## src/rtl/uart_bank_v2.sv

```systemverilog
`default_nettype none
// uart_bank_v2: UART CSR bank with req/ack handshake, pop-and-wait RXDATA reads,
// line control, sticky W1C error flags, FIFO level readback and a registered interrupt.
module uart_bank_v2 #(
   parameter int FIFO_DEPTH    = 8,
   parameter int CLOCK_FREQ_HZ = 10000000,
   parameter int BAUD_INIT     = 115200,
   parameter int DIV_WIDTH     = 16,
   localparam int CW           = $clog2(FIFO_DEPTH)
) (
   input  logic                 clock,
   input  logic                 reset,
   input  logic                 req,
   input  logic                 we,
   input  logic [3:0]           addr,
   input  logic [31:0]          wr_data,
   output logic [31:0]          rd_data,
   output logic                 ack,
   output logic                 interrupt,
   output logic                 txen,
   output logic                 rxen,
   output logic                 nstop,
   output logic                 parity_en,
   output logic                 parity_odd,
   output logic [DIV_WIDTH-1:0] div,
   output logic [CW-1:0]        txcnt,
   output logic [CW-1:0]        rxcnt,
   output logic                 tx_push,
   output logic [7:0]           tx_data,
   input  logic                 tx_full,
   input  logic [CW:0]          tx_level,
   output logic                 rx_pop,
   input  logic [7:0]           rx_data,
   input  logic                 rx_empty,
   input  logic [CW:0]          rx_level,
   input  logic                 rx_frame_err,
   input  logic                 rx_parity_err,
   input  logic                 rx_overrun
);

   // Divisor is rounded to the nearest integer ratio before the -1 (86 at 10 MHz / 115200).
   localparam int                 DIV_RESET_INT = (CLOCK_FREQ_HZ + BAUD_INIT / 2) / BAUD_INIT - 1;
   localparam logic [DIV_WIDTH-1:0] DIV_RESET   = DIV_RESET_INT[DIV_WIDTH-1:0];

   typedef enum logic [1:0] {
      ST_IDLE = 2'd0,
      ST_POP  = 2'd1,
      ST_WAIT = 2'd2,
      ST_ACK  = 2'd3
   } state_t;

   state_t                state_q, state_d;
   logic                  txen_q, txen_d, nstop_q, nstop_d, rxen_q, rxen_d;
   logic [CW-1:0]         txcnt_q, txcnt_d, rxcnt_q, rxcnt_d;
   logic [2:0]            ie_q, ie_d;
   logic [DIV_WIDTH-1:0]  div_q, div_d;
   logic [1:0]            lcr_q, lcr_d;
   logic [3:0]            err_q, err_d, err_set, err_clr;
   logic                  push_pend_q, push_pend_d;
   logic [7:0]            pend_data_q, pend_data_d;
   logic [31:0]           rd_hold_q, rd_hold_d;
   logic                  ack_q, ack_d;
   logic [31:0]           rd_data_q, rd_data_d;
   logic                  tx_push_q, tx_push_d;
   logic [7:0]            tx_data_q, tx_data_d;
   logic                  rx_pop_q, rx_pop_d;
   logic                  irq_q, irq_d;
   logic [2:0]            ip;
   logic [31:0]           rd_word;
   logic                  unused_wr_bits;

   assign unused_wr_bits = ^wr_data;

   assign ip[0] = tx_level < {1'b0, txcnt_q};
   assign ip[1] = rx_level > {1'b0, rxcnt_q};
   assign ip[2] = |err_q;

   always_comb begin
      rd_word = '0;
      case (addr)
         4'd0: rd_word[31] = tx_full;
         4'd1: rd_word[31] = rx_empty;
         4'd2: begin
            rd_word[16 +: CW] = txcnt_q;
            rd_word[1]        = nstop_q;
            rd_word[0]        = txen_q;
         end
         4'd3: begin
            rd_word[16 +: CW] = rxcnt_q;
            rd_word[0]        = rxen_q;
         end
         4'd4: rd_word[2:0] = ie_q;
         4'd5: rd_word[2:0] = ip;
         4'd6: rd_word[DIV_WIDTH-1:0] = div_q;
         4'd7: rd_word[1:0] = lcr_q;
         4'd8: rd_word[3:0] = err_q;
         4'd9: begin
            rd_word[16 +: CW+1] = rx_level;
            rd_word[0 +: CW+1]  = tx_level;
         end
         default: rd_word = '0;
      endcase
   end

   always_comb begin
      state_d     = state_q;
      txen_d      = txen_q;
      nstop_d     = nstop_q;
      rxen_d      = rxen_q;
      txcnt_d     = txcnt_q;
      rxcnt_d     = rxcnt_q;
      ie_d        = ie_q;
      div_d       = div_q;
      lcr_d       = lcr_q;
      push_pend_d = push_pend_q;
      pend_data_d = pend_data_q;
      rd_hold_d   = rd_hold_q;
      ack_d       = 1'b0;
      rd_data_d   = '0;
      tx_push_d   = 1'b0;
      tx_data_d   = tx_data_q;
      rx_pop_d    = 1'b0;
      err_set     = {1'b0, rx_overrun, rx_parity_err, rx_frame_err};
      err_clr     = '0;

      case (state_q)
         ST_IDLE: begin
            // ack_q high means this is the ACK->IDLE cycle; the current req is already served.
            if (req && !ack_q) begin
               rd_hold_d = rd_word;
               if (!we && addr == 4'd1 && !rx_empty) begin
                  state_d  = ST_POP;
                  rx_pop_d = 1'b1;
               end else begin
                  state_d = ST_ACK;
                  if (we) begin
                     case (addr)
                        4'd0: begin
                           if (tx_full) begin
                              err_set[3] = 1'b1;
                           end else begin
                              push_pend_d = 1'b1;
                              pend_data_d = wr_data[7:0];
                           end
                        end
                        4'd2: begin
                           txcnt_d = wr_data[16 +: CW];
                           nstop_d = wr_data[1];
                           txen_d  = wr_data[0];
                        end
                        4'd3: begin
                           rxcnt_d = wr_data[16 +: CW];
                           rxen_d  = wr_data[0];
                        end
                        4'd4: ie_d = wr_data[2:0];
                        4'd6: begin
                           if (wr_data[DIV_WIDTH-1:0] != '0) div_d = wr_data[DIV_WIDTH-1:0];
                        end
                        4'd7: lcr_d   = wr_data[1:0];
                        4'd8: err_clr = wr_data[3:0];
                        default: ;
                     endcase
                  end
               end
            end
         end
         ST_POP:  state_d = ST_WAIT;
         ST_WAIT: begin
            rd_hold_d = {24'b0, rx_data};
            state_d   = ST_ACK;
         end
         ST_ACK: begin
            state_d   = ST_IDLE;
            ack_d     = 1'b1;
            rd_data_d = rd_hold_q;
            if (push_pend_q) begin
               tx_push_d   = 1'b1;
               tx_data_d   = pend_data_q;
               push_pend_d = 1'b0;
            end
         end
         default: state_d = ST_IDLE;
      endcase

      err_d = (err_q & ~err_clr) | err_set;
      irq_d = |(ip & ie_q);
   end

   always_ff @(posedge clock or posedge reset) begin
      if (reset) begin
         state_q     <= ST_IDLE;
         txen_q      <= 1'b0;
         nstop_q     <= 1'b0;
         rxen_q      <= 1'b0;
         txcnt_q     <= '0;
         rxcnt_q     <= '0;
         ie_q        <= '0;
         div_q       <= DIV_RESET;
         lcr_q       <= '0;
         err_q       <= '0;
         push_pend_q <= 1'b0;
         pend_data_q <= '0;
         rd_hold_q   <= '0;
         ack_q       <= 1'b0;
         rd_data_q   <= '0;
         tx_push_q   <= 1'b0;
         tx_data_q   <= '0;
         rx_pop_q    <= 1'b0;
         irq_q       <= 1'b0;
      end else begin
         state_q     <= state_d;
         txen_q      <= txen_d;
         nstop_q     <= nstop_d;
         rxen_q      <= rxen_d;
         txcnt_q     <= txcnt_d;
         rxcnt_q     <= rxcnt_d;
         ie_q        <= ie_d;
         div_q       <= div_d;
         lcr_q       <= lcr_d;
         err_q       <= err_d;
         push_pend_q <= push_pend_d;
         pend_data_q <= pend_data_d;
         rd_hold_q   <= rd_hold_d;
         ack_q       <= ack_d;
         rd_data_q   <= rd_data_d;
         tx_push_q   <= tx_push_d;
         tx_data_q   <= tx_data_d;
         rx_pop_q    <= rx_pop_d;
         irq_q       <= irq_d;
      end
   end

   assign rd_data    = rd_data_q;
   assign ack        = ack_q;
   assign interrupt  = irq_q;
   assign txen       = txen_q;
   assign rxen       = rxen_q;
   assign nstop      = nstop_q;
   assign parity_en  = lcr_q[0];
   assign parity_odd = lcr_q[1];
   assign div        = div_q;
   assign txcnt      = txcnt_q;
   assign rxcnt      = rxcnt_q;
   assign tx_push    = tx_push_q;
   assign tx_data    = tx_data_q;
   assign rx_pop     = rx_pop_q;

endmodule
`default_nettype wire

```

## config.mk

```make
export PLATFORM = sky130hd
export DESIGN_NAME = uart_bank_v2
export DESIGN_NICKNAME = d
export VERILOG_FILES = /design/src/rtl/uart_bank_v2.sv
export SDC_FILE = /design/constraint.sdc
export NUM_CORES = 1
export LEC_CHECK = 0
export ABC_AREA = 0
export CORE_UTILIZATION = 43
export DETAILED_ROUTE_END_ITERATION = 8
export PLACE_DENSITY = 0.73
export SYNTH_ARGS = -nofsm -noshare
export SYNTH_HDL_FRONTEND = slang
export SYNTH_SLANG_ARGS = --single-unit
export TNS_END_PERCENT = 100
```

## constraint.sdc

```tcl
create_clock -name clock -period 2.9 [get_ports clock]
set_input_delay 0.58 -clock clock [delete_from_list [all_inputs] [get_ports clock]]
set_output_delay 0.58 -clock clock [all_outputs]
set_load 0.02 [all_outputs]
```

After elaboration in Yosys (flattened, before gate mapping):

Cells that the tools add are included.
W data, S select, Z words.

* add/sub/neg operators: 0
* multipliers: 0
* div/mod/pow operators: 0
* magnitude comparators: 2
* eq/ne operators: 17
* shifts and indexed selects: 0
* multiplexer cells: 37
* bitwise gates (word level): 6
* reduce and logical (&&, ||, !) cells: 22

Operator list (count)
* $mux W32: 2
* $pmux W32 S2: 1
* $mux W4: 5
* $reduce_and A5 Y1: 4
* $mux W1: 18
* $reduce_and A6 Y1: 3
* $eq A4 B3 Y1 const B: 4
* $reduce_bool A16 Y1: 1
* $mux W12: 1
* $pmux W3 S3: 1
* $eq A4 B2 Y1 const B: 2
* $eq A4 B4 Y1 const B: 2
* $ne A2 B2 Y1 const B: 4
* $pmux W1 S8: 1
* $pmux W2 S4: 1
* $pmux W1 S7: 1
* $pmux W1 S5: 1
* $and A4 B4 Y4: 1
* $eq A2 B2 Y1 const B: 2
* $eq A4 B1 Y1 const B: 1
* $gt A4 B3 Y1: 1
* $logic_not A4 Y1: 1
* $lt A4 B3 Y1: 1
* $mux W2: 2
* other kinds (15): 23

* register bits after elaboration: 121
* latch bits: 0
* bits in writable memories: 0
* memory bits (read-only): 0
* input bits: 61
* memories: 0

Longest topological paths before layout:

Gate-level depths: netlist of run 1.

* depth after elaboration: 9
* depth in mapped cells: 8
* gate-level depth less buffers: 6

Least setup slack after synthesis of run 1:

No wires, ideal clock.

* kind: in2reg
* start: input port rx_level[2]
* end: register rd_hold_q[1]
* arrival time: 1676 ps
* setup slack: 1081 ps
* cell stages on the path: 5
* buffers on the path: 0
* path through: ha_1 > and3b_1 > a2111oi_0 > o32a_1 > a211oi_1

* cells in the longest elaborated chain, start to end: 4

RTL lines
* start, declared: line 35 `input logic [CW:0] rx_level,`
* $gt A4 B3 Y1: line 75 `assign ip[1] = rx_level > {1'b0, rxcnt_q};`
* $pmux W1 S7: line 80 `case (addr)`
* $mux W32: line 129 `if (req && !ack_q) begin`
* $pmux W32 S2: line 126 `case (state_q)`
* end signal, assigned: line 223 `rd_hold_q <= rd_hold_d;`
* end, declared: line 61 `logic [31:0] rd_hold_q, rd_hold_d;`

No other way between the ends. The select of a mux whose other input is x is not followed.
A chain may end at the register's enable or synchronous reset.

Final worst setup path of run 1:

* start: input port wr_data[2]
* end: register div_q[0], in the netlist div[0]

* cells in the longest elaborated chain, start to end: 2

RTL lines
* start, declared: line 16 `input logic [31:0] wr_data,`
* $reduce_bool A16 Y1: line 157 `if (wr_data[DIV_WIDTH-1:0] != '0) div_d = wr_data[DIV_WIDTH-1:0];`
* $reduce_and A6 Y1 (no source line)
* end signal, assigned: line 218 `div_q <= div_d;`
* end, declared: line 56 `logic [DIV_WIDTH-1:0] div_q, div_d;`

No other way between the ends.

==> impl_metrics.json, run 1 <==
{
  "status": "completed",
  "globalRouteOverflowTotal": 0,
  "clk_latency_ns": 0.38,
  "start_util": 0.444,
  "drtIter0Drc": 177,
  "p_per_area_mw_per_mm2": 637,
  "antenna_found_initial": 0,
  "cts_tree": "done",
  "fin_crit_ns": 2.28,
  "ant_nets": 0,
  "tightestPinTransition_ns": 0.614,
  "die_area_mm2": 0.0111,
  "syn2layout_area_growth_pct": 31.6,
  "numPortBuffers": 107,
  "start_kind": "primary input",
  "rows": 37,
  "dpl.hpwl_um": 8340,
  "synth.most_common_cell": "dfrtp_1",
  "crit_path_end_kind": "flip-flop",
  "setup-tns-final_ns": 0,
  "synth-seq-cells": 99,
  "p_leak_nw": 2.77,
  "min_from": "rd_hold_q[4]",
  "slew_violations": 0,
  "synth_top_area_cell": "dfrtp_1",
  "synth.avg_cell_area_um2": 12.3,
  "clk_pin_slew_worst_paths_ns": 0.09,
  "hp-class": "flip-flop to flip-flop",
  "cts_root_buffer": "clkbuf_8",
  "drt_pass1_iterations": 4,
  "nets": 561,
  "synthTopCellsByArea": "dfrtp_1 52%, mux2_2 8.8%, and2_1 3.7%",
  "grt_max_degree": 50,
  "startpoint": "wr_data[2]",
  "wl_per_cell_um": 17.1,
  "h-tree-depth": 3,
  "routabilityCongestion": 0.888,
  "clock.fmax_mhz": 439,
  "hold_violations": 0,
  "synth_cell_type_count": 61,
  "via_count": 3353,
  "cp_data_arrival_time_ns": 2.55,
  "synth_edf_count": 0,
  "final_area_mm2": 0.00606,
  "critical_path_class": "primary input to flip-flop",
  "syn_area_mm2": 0.00460,
  "die_x_um": 105,
  "grt_pass1_wl_um": 17500,
  "r2r_setup_slack_ns": 0.82,
  "clock_sinks": 99,
  "routed_wl_um": 10800,
  "numCtsBuffers": 9,
  "syn_inst": 375,
  "layout-drive-gt1-share": 0.190,
  "viasPerCell": 5.31,
  "ys_async_sr_fraction": 1.00,
  "cts_setup_buffers": 0,
  "fillers": 877,
  "holdWs_ns": 0.486,
  "fin_worst_skew_ns": 0.00862,
  "clockBufferDepth": 2,
  "path_max_fanout": 9,
  "peakVddDrop_mv": 0.341,
  "cap_violations": 0,
  "netlist_top_cells_count": "95 x dfrtp_1, 36 x mux2_2, 27 x and2_1, 22 x nand2_1, 18 x inv_1",
  "cts_resized": 0,
  "first_global_vias": 3311,
  "io_pins": 132,
  "drc": 0,
  "critical_path_required_ns": 3.17,
  "ys_seq_area_frac": 0.539,
  "ys.flop_type": "dfrtp_1",
  "slew_headroom": 0.587,
  "synth_warnings": 0,
  "r2r-start": "state_q[0]",
  "core_area_mm2": 0.0104,
  "cts_hold_buf": 0,
  "grt_usage": 0.207,
  "setup_viol": 0,
  "diodes": 0,
  "period_share": 0.785,
  "rsz0062_at_grt": "false",
  "place_area_mm2": 0.00584,
  "synth_top_area_frac": 0.516,
  "dieHeight_um": 105
}
[through the flow]
step,std cells,power [mW],worst slack (ns),util
after floorplan,385,2.46,1.08,-
after detailed placement,616,2.95,0.202,0.563
after CTS,632,3.88,0.598,0.584
final,632,3.86,0.624,0.584
after global routing,632,4.06,0.568,0.584
after global placement,616,2.91,0.283,0.563
[cells by family after synthesis]
| group | Yosys count | synth area share |
|---|---|---|
| AND/OR/NAND/NOR | 101 | 0.143 |
| flip-flops | 99 | 0.539 |
| AO/OA/AOI/OAI | 71 | 0.111 |
| multiplexers | 49 | 0.127 |
| buffers and inverters | 45 | 0.0541 |
| adder cells (fa/ha/maj) | 9 | 0.0245 |
| other | 1 | 0.000815 |
[worst max-delay path: stages]
cell             delay (ns)
clkdlybuf4s50_1        0.49
nor4_1                 0.56
nand4_1                0.18
nand2_2                0.25
buf_12                 0.18
mux2_4                 0.29
[state kept, by name (all words and copies together) (netlist names), 4 cells and up]
name / flops
div: 16
err_q: 4
pend_data_q: 8
rd_data: 21
rd_hold_q: 21
tx_data: 8
[cell usage in the layout (no fill, tap or decap), types with 8 or more instances in the layout]
| cell type | n |
|---|---|
| and2_1 | 27 |
| clkdlybuf4s50_1 | 107 |
| nand2_1 | 22 |
| mux2_4 | 10 |
| ha_1 | 9 |
| clkbuf_8 | 11 |
| mux2_2 | 36 |
| a31oi_1 | 8 |
| conb_1 | 11 |
| buf_4 | 13 |
| inv_1 | 17 |
| o21ai_0 | 14 |
| dfrtp_1 | 95 |
| a22o_1 | 9 |
[per-layer routing]
layer | routed length, µm | vias to the layer above | part of all wire | GRT usage
met2 | 5300 | 95 | 0.49 | 0.333
met1 | 4780 | 1680 | 0.44 | 0.272
met3 | 480 | 19 | 0.044 | 0.0408
met4 | 255 | 0 | 0.024 | 0.0885
met5 | 0 | - | 0 | 0
li1 | - | 1559 | - | -
[report_power, final]
part | switching, mW | internal [mW] | total (mW)
logic | 0.659 | 0.559 | 1.22
registers | 0.129 | 1.57 | 1.70
clock network | 0.486 | 0.456 | 0.943
total | 1.28 | 2.58 | 3.86
[worst paths after layout]
kind | to | cells after the start
min in group asynchronous | rd_data[10] | 2
max | div[0] | 6
max reg2reg | div[0] | 7
max in group asynchronous | rd_data[18] | 4
min | rd_hold_q[4] | 2
min reg2reg | rd_hold_q[4] | 2
[area by class of cell]
type                            count  area, µm²  share of cell area
Timing Repair Buffer              122       1210               0.200
Tap cell                          136        170              0.0281
Inverter                           18       71.3              0.0118
Clock inverter                      5       65.1              0.0107
Clock buffer                       11        151              0.0250
Multi-Input combinational cell    241       1910               0.315
Sequential cell                    99       2480               0.410
(Power assumes the default switching activity.)
==> run 2: changes to the inputs <==
--- a/config.mk
+++ b/config.mk
@@ -6,7 +6,7 @@
 export NUM_CORES = 1
 export LEC_CHECK = 0
 export ABC_AREA = 0
-export CORE_UTILIZATION = 43
+export CORE_UTILIZATION = 45
 export DETAILED_ROUTE_END_ITERATION = 8
 export PLACE_DENSITY = 0.73
 export SYNTH_ARGS = -nofsm -noshare
==> constraint.sdc (replaced) <==
create_clock -name clock -period 2.4 [get_ports clock]
set_input_delay 0.48 -clock clock [delete_from_list [all_inputs] [get_ports clock]]
set_output_delay 0.48 -clock clock [all_outputs]
set_load 0.02 [all_outputs]
==> run 2 against run 1 <==
  * Total power is 18% higher
  * Clock-buffer cell count down 1
  * Critical path type is now flip-flop to primary output
  * Critical endpoint is now div[4]
  * Wire length decreased by 1.2%
  * Register-to-register slack got worse by 0.39 ns
  * Clock skew rose by 0.0067 ns
  * Die area fell by 4.4%
  * Largest cell class unchanged
  * Flip-flop and latch count unchanged
  * Worst setup slack got worse by 0.27 ns
  * Core utilization grew 3.7 points
  * Sequential power is 20% higher
==> impl_metrics.json, run 2 (synthesis gave the netlist of run 1 again) <==
{
  "status": "completed",
  "core_area_mm2": 0.00986,
  "timing.final.ws_setup_ns": 0.350,
  "globalRouteOverflowTotal": 0,
  "hp-class": "flip-flop to flip-flop",
  "r2r-start": "state_q[0]",
  "via_count": 3336,
  "start_util": 0.467,
  "cts_tree": "done",
  "first_global_vias": 3215,
  "layout-drive-gt1-share": 0.209,
  "clk_pin_slew_worst_paths_ns": 0.10,
  "die_x_um": 103,
  "drc": 0,
  "p_int_mw": 3.01,
  "cap_violations": 0,
  "p_leak_nw": 2.83,
  "worstPathCellList": "clkdlybuf4s50_1",
  "setup_viol": 0,
  "ant_nets": 0,
  "final_cell_mix": "107 x clkdlybuf4s50_1, 95 x dfrtp_1, 36 x mux2_2, 27 x and2_1, 24 x buf_4",
  "drt_pass1_iterations": 4,
  "cp.buffers_inverters": 1,
  "switchingPower_mw": 1.55,
  "min_from": "rd_hold_q[19]",
  "slowest_delay_ns": 0.62,
  "rows": 36,
  "peakVddDrop_mv": 0.337,
  "clock_sinks": 99,
  "cp_data_arrival_time_ns": 1.57,
  "syn2layout_area_growth_pct": 33.1,
  "clock.fmax_mhz": 488,
  "routed_wl_um": 10700,
  "hold_violations": 0,
  "tightestPinTransition_ns": 0.611,
  "dpl.hpwl_um": 8270,
  "slew_violations": 0,
  "placedCellCount": 625,
  "grt_max_degree": 100,
  "grt_pass1_wl_um": 17100,
  "start_kind": "flip-flop",
  "dp_worst_setup_slack_ns": 0.0411,
  "wl_per_cell_um": 16.7,
  "instances_no_fill": 641,
  "setup-tns-final_ns": 0,
  "fin_crit_ns": 2.05,
  "diodes": 0,
  "drtIter0Drc": 132,
  "slew_headroom": 0.593,
  "final_util": 0.621,
  "routabilityCongestion": 0.853,
  "rsz0062_at_grt": "false",
  "p_per_area_mw_per_mm2": 744,
  "cts_root_buffer": "clkbuf_8",
  "p_clk_frac": 0.224,
  "p_comb_frac": 0.328,
  "cts_resized": 0,
  "io_pins": 132,
  "numPortBuffers": 107,
  "viasPerCell": 5.20,
  "numCtsBuffers": 9,
  "critical_path_class": "flip-flop to primary output",
  "period_share": 0.854,
  "antenna_found_initial": 0,
  "nets": 573,
  "startpoint": "div[4]",
  "clk_latency_ns": 0.38,
  "seqPwrFrac": 0.448,
  "fin_worst_skew_ns": 0.0153,
  "dieHeight_um": 103,
  "path_max_fanout": 3,
  "final_common_cell": "clkdlybuf4s50_1",
  "die_area_mm2": 0.0106,
  "critical-path-top-delay-family": "buffers and inverters",
  "sw_frac_of_total": 0.339,
  "critPathSlowestCell": "clkdlybuf4s50_1",
  "cts_hold_buf": 0,
  "cts_setup_buffers": 0,
  "grt_usage": 0.217,
  "h-tree-depth": 3,
  "critical_path_required_ns": 1.92,
  "crit_path_end_kind": "primary output",
  "clockBufferDepth": 2
}
[run 2: cell count changes in the layout (fill, tap and decap cells not counted), sizes merged]
cell | previous run | this run
buf | 15 | 27
bufinv | 1 | 0
clkbuf | 11 | 10
clkinv | 1 | 4
inv | 20 | 19
[run 2: worst paths after layout]
kind / to / slack, ns / depth (start not counted)
max in group asynchronous: div[1] / 1.41 / 3
max reg2reg: rxcnt[0] / 0.43 / 5
min: rd_hold_q[19] / 0.49 / 2
min in group asynchronous: div[8] / 0.60 / 3
min reg2reg: rd_hold_q[19] / 0.49 / 2
max: div[4] / 0.35 / 1
[run 2: routing by layer]
metal,vias up,GRT usage,share of wire
li1,1588,-,-
met1,1646,0.298,0.46
met2,86,0.346,0.49
met3,16,0.0271,0.031
met4,0,0.0986,0.020
met5,-,0,0
[run 2: power groups by stage]
stage               Sequential [mW]  Combinational [mW]  Clock (mW)
finish                         2.04                1.50        1.02
global route                   2.07                1.64        1.10
floorplan                      2.20               0.766           0
CTS                            2.04                1.51        1.04
detailed placement             2.08                1.50           0
global placement               2.07                1.47           0
[run 2: final cells by class]
cell class / count / area (µm²)
Fill cell: 811 / 3740
Sequential cell: 99 / 2480
Multi-Input combinational cell: 241 / 1910
Timing Repair Buffer: 134 / 1310
Tap cell: 133 / 166
Clock buffer: 10 / 138
Inverter: 18 / 71.3
Clock inverter: 6 / 47.5
[run 2: stage by stage]
| stage | cell area [µm²] | hold WS (ns) | total power, mW |
|---|---|---|---|
| after detailed placement | 5940 | 0.467 | 3.58 |
| after floorplan | 4640 | 0.441 | 2.97 |
| final | 6130 | 0.487 | 4.56 |
| after CTS | 6130 | 0.489 | 4.59 |
| after global placement | 5940 | 0.457 | 3.54 |
| after global routing | 6130 | 0.519 | 4.81 |
